`config.mk`:
```
export PLATFORM = sky130hd
export DESIGN_NAME = fifo_wr_arbiter
export DESIGN_NICKNAME = d
export VERILOG_FILES = /design/src/rtl/fifo_wr_arbiter.sv
export SDC_FILE = /design/constraint.sdc
export NUM_CORES = 1
export LEC_CHECK = 0
export BUFFER_PORTS_ARGS = -buffer_cell sky130_fd_sc_hd__buf_2
export CAP_MARGIN = 25
export CORE_MARGIN = 1
export CORE_UTILIZATION = 34
export CTS_CLUSTER_SIZE = 40
export DETAILED_ROUTE_END_ITERATION = 8
export PLACE_DENSITY_LB_ADDON = 0.1
export SYNTH_ARGS = -nofsm -noshare
export SYNTH_HDL_FRONTEND = slang
export SYNTH_SLANG_ARGS = --single-unit
```
`constraint.sdc`:
```
create_clock -name clk -period 1.5 [get_ports clk]
set_input_delay 0.075 -clock clk [delete_from_list [all_inputs] [get_ports clk]]
set_output_delay 0.075 -clock clk [all_outputs]
set_load 0.05 [all_outputs]
```
`src/rtl/fifo_wr_arbiter.sv`:
```
// Round-robin arbiter sharing one FIFO write port among NUM_REQ requesters; 1-cycle arbitration, then combinational pass-through.
// fifo_full stalls the granted requester (ready low, no write); ARB_BURST_EN holds a grant for up to MAX_BURST beats, else 1 beat.
module fifo_wr_arbiter #(
    parameter int NUM_REQ    = 4,
    parameter int DATA_WIDTH = 8,
    parameter int ID_WIDTH   = 2,
    parameter int MAX_BURST  = 4,
    parameter int CNT_WIDTH  = 3
) (
    input  logic                          clk,
    input  logic                          rst,
    input  logic [NUM_REQ-1:0]            req_valid,
    input  logic [NUM_REQ*DATA_WIDTH-1:0] req_data,
    output logic [NUM_REQ-1:0]            req_ready,
    input  logic                          fifo_full,
    output logic                          fifo_wr_en,
    output logic [DATA_WIDTH-1:0]         fifo_din,
    output logic                          grant_valid,
    output logic [ID_WIDTH-1:0]           grant_id
);

    localparam logic [0:0] ST_IDLE  = 1'b0;
    localparam logic [0:0] ST_GRANT = 1'b1;

    logic [0:0]            state;
    logic [ID_WIDTH-1:0]   last_id;
    logic [ID_WIDTH-1:0]   rr_id;
    logic [ID_WIDTH-1:0]   idx;
    logic                  rr_found;
    logic                  cur_valid;
    logic                  beat;
    logic                  burst_done;
    logic                  release_grant;
    logic [DATA_WIDTH-1:0] req_slice [NUM_REQ];

    for (genvar g = 0; g < NUM_REQ; g++) begin : g_slice
        assign req_slice[g] = req_data[g*DATA_WIDTH +: DATA_WIDTH];
    end

    // First valid requester after the last one served, wrapping at NUM_REQ.
    always_comb begin
        rr_id    = last_id;
        rr_found = 1'b0;
        idx      = '0;
        for (int k = 1; k <= NUM_REQ; k++) begin
            idx = ID_WIDTH'((int'(last_id) + k) % NUM_REQ);
            if (!rr_found && req_valid[idx]) begin
                rr_found = 1'b1;
                rr_id    = idx;
            end
        end
    end

    always_comb begin
        grant_valid = (state == ST_GRANT);
        cur_valid   = req_valid[grant_id];
        beat        = grant_valid && cur_valid && !fifo_full;
        fifo_wr_en  = beat;
        fifo_din    = grant_valid ? req_slice[grant_id] : '0;
        req_ready   = '0;
        if (grant_valid && !fifo_full) begin
            req_ready[grant_id] = 1'b1;
        end
    end

`ifdef ARB_BURST_EN
    logic [CNT_WIDTH-1:0] beat_cnt;

    assign burst_done = beat && (beat_cnt == CNT_WIDTH'(MAX_BURST - 1));

    always_ff @(posedge clk or posedge rst) begin
        if (rst) begin
            beat_cnt <= '0;
        end else if (release_grant) begin
            beat_cnt <= '0;
        end else if (beat) begin
            beat_cnt <= beat_cnt + CNT_WIDTH'(1);
        end
    end
`else
    assign burst_done = beat;
`endif

    assign release_grant = grant_valid && (!cur_valid || burst_done);

    always_ff @(posedge clk or posedge rst) begin
        if (rst) begin
            state    <= ST_IDLE;
            grant_id <= '0;
            last_id  <= ID_WIDTH'(NUM_REQ - 1);
        end else begin
            case (state)
                ST_IDLE: begin
                    if (rr_found) begin
                        grant_id <= rr_id;
                        state    <= ST_GRANT;
                    end
                end
                default: begin
                    if (release_grant) begin
                        last_id <= grant_id;
                        state   <= ST_IDLE;
                    end
                end
            endcase
        end
    end

endmodule

```
==> out/results.txt <==
Per-cell routed wire length = 14.0 um
Congestion Overflow GR = 0
ANT cells = 0
Critical path's slowest cell = dfrtp_4
Crit path largest cell delay = 490 ps
Worst hold path type = in -> reg
Worst-path cell chain = buf_12, mux4_2, and2_4, buf_8
Worst setup EP type = output port
DIE AREA = 2170 um2
RSZ-0062 raised after global routing = true
Htree depth = 1
Yosys reg bits = 5
Clk sinks = 5
CP arrival = 1600 ps
Final Setup Violations = 13
R2R Path End = last_id[0]
Yosys warns = 0
Final Skew = 7.81 ps
IO Pins = 55
Hold Fails Final Rpt = 0
Area contributors post-synth = mux4_2 27%, dfrtp_1 11%, dfstp_2 7.8%
Cell Pwr Density = 2460 nW/um2
PortBufs = 54
Post-route cell area = 1310 um2
Drt pass-1 iters = 4
Final net count = 173
Worst EP required = 1420 ps
Total CTS buffers = 3
Pin count of the biggest net entering global routing = 14
First-iteration detailed-routing DRC count = 14
Cells on Worst Hold Path = 3
Final Critical Period = 1680 ps
R2r worst-path depth = 5
CTS root buf = clkbuf_4
Max frequency = 0.596 GHz
Drt drc = 0
Max VDD drop = 1.65 mV
Final period util = 112%
Clk_lat worst skew = 250 ps
Post-synth EDFFs = 0
Sequential share of the synthesized area = 18.9%
Max-Cap Viols = 0
Clock transition at path regs = 40 ps
Area leader, netlist = mux4_2
Hold Path End = grant_id[1]
Routed wire length = 2.21 mm
Die Height = 46.6 um
Post-Route M1 WL = 843 um
Leakage = 0.626 nW
Top FF cell, synth = dfrtp_1
Core ar. = 1800 um2
Critical Path Fanout Max = 7
Slew HR = 69.7%
Worst Setup Path Type = reg -> out
CTS tree = built
Std-Cell Rows = 15
Async set or reset register ratio after synthesis = 100%
Worst-case clock buffer depth = 2
Hold_sp = req_valid[3]
Dpl ws = -85.5 ps
Met3 wire len = 152 um
Mapped Cells = 66
Die X = 46.6 um
Share of cells above drive strength 1 = 78.2%
Final GP Congestion = 0.696
Layout area overhead = 93.9%
Final ANT Viol Nets = 0
Initial antenna violation count = 0
Avg Cell Area, Syn = 10.3 um2
Placed Area = 1060 um2
Reg-to-reg critical path startpoint = grant_id[0]
Cell Area, Synth = 677 um2
Routed via count = 810
Synth top cells by count = 8 x and2_1, 8 x mux4_2, 4 x inv_1, 4 x nand2_1
Failing checks = setup timing
Overall global routing resource usage = 20.8%
Reg2reg setup slack = 20 ps
Post-DP HPWL = 1.37 mm
Cell variety after synth = 32
Max layer used = met4
Outcome = finished, violations left
Vias in the first global route = 776
First-pass GRT wire length = 3.10 mm
Post-Syn Nets = 105
Initial Utilization = 37.6%
Met2 routed WL = 1.19 mm
Slew @ Worst Pin = 451 ps
Max-slew violation count = 0
Setup slack after layout = -178 ps
Startpoint Class = flop
Synth top area share = 26.6%
Via/cell ratio = 5.13
## sequential cells by signal, summed over array words and instances, names as in the netlist
| name | cells |
|---|---|
| grant_id | 2 |
| last_id | 2 |
| grant_valid | 1 |
## final cells by class
cell class                 count  area, um2
timing repair buffer          69        524
inverter                       4       15.0
multi-input combinational     51        582
tap                           25       31.3
clock buffer                   4       26.3
fill                         138        489
sequential                     5        134
## worst max path at each step
stage                start          end  slack (ps)
2_1_floorplan  grant_id[0]   fifo_wr_en        -170
3_3_place_gp   grant_id[0]  fifo_din[7]         -80
3_5_place_dp   grant_id[0]  fifo_din[7]         -90
4_1_cts        grant_id[0]  fifo_din[7]        -190
5_1_grt        grant_id[0]  fifo_din[0]        -220
6_report       grant_id[0]  fifo_din[0]        -180
## cell families after synthesis
group	Yosys count	synth area share (%)
simple gates	24	20.3
flops	5	18.9
buf+inv	10	10.4
mux	13	35.7
compound gates	14	14.8
## repair_timing
action                                  in CTS  in global routing
endpoints found under the setup margin      13                 15
setup buffers                                5                  1
hold endpoints to repair                     5                  0
pin swaps                                    8                  3
gates resized for setup                     40                  6
hold buffers                                 1                  0
## report_power, final
group / switching [mW] / internal [mW]
clock: 0.0597 / 0.101
combinational: 1.35 / 1.33
sequential: 0.137 / 0.241
total: 1.55 / 1.68
## stage by stage
stage          std cells  TNS [ps]  util (%)  hold WS [ps]  total power [mW]
2_1_floorplan         66      -716         -          -148              2.11
3_3_place_gp         147      -617      58.8         -29.3              2.40
3_5_place_dp         147      -701      58.8         -26.0              2.41
4_1_cts              157     -1590      70.8           184              3.11
5_1_grt              158     -2150      72.8           211              3.40
6_report             158     -1590      72.8           192              3.23
## worst max-delay path: cells and delay by family (launching register included)
| kind | cells | cell delay, ps |
|---|---|---|
| muxes | 1 | 420 |
| and+or+nand+nor | 1 | 160 |
| DFF | 1 | 490 |
| buffers and inverters | 2 | 290 |
## cell usage in the layout, fill, tap and decap left out, types with 2 or more instances in the layout
master | Yosys | final
dfrtp_2 | 0 | 2
mux2_4 | 1 | 3
o21ai_0 | 2 | 2
nor2_1 | 3 | 2
clkbuf_4 | 0 | 3
buf_8 | 0 | 8
buf_6 | 2 | 9
nand2_1 | 4 | 3
nor3b_4 | 0 | 2
inv_1 | 4 | 4
a21oi_1 | 2 | 2
nand2b_1 | 2 | 2
mux4_2 | 8 | 8
and2_4 | 0 | 8
buf_4 | 0 | 9
buf_2 | 1 | 41
dfstp_2 | 2 | 2
o211ai_1 | 2 | 2
## per-layer routing
layer  track usage [%]  up-vias
li1                  -      388
met1              20.2      380
met2              41.9       38
met3              5.49        4
met4              5.14        0
met5                 0        -
Note: power is estimated with default switching activity, not from simulation.
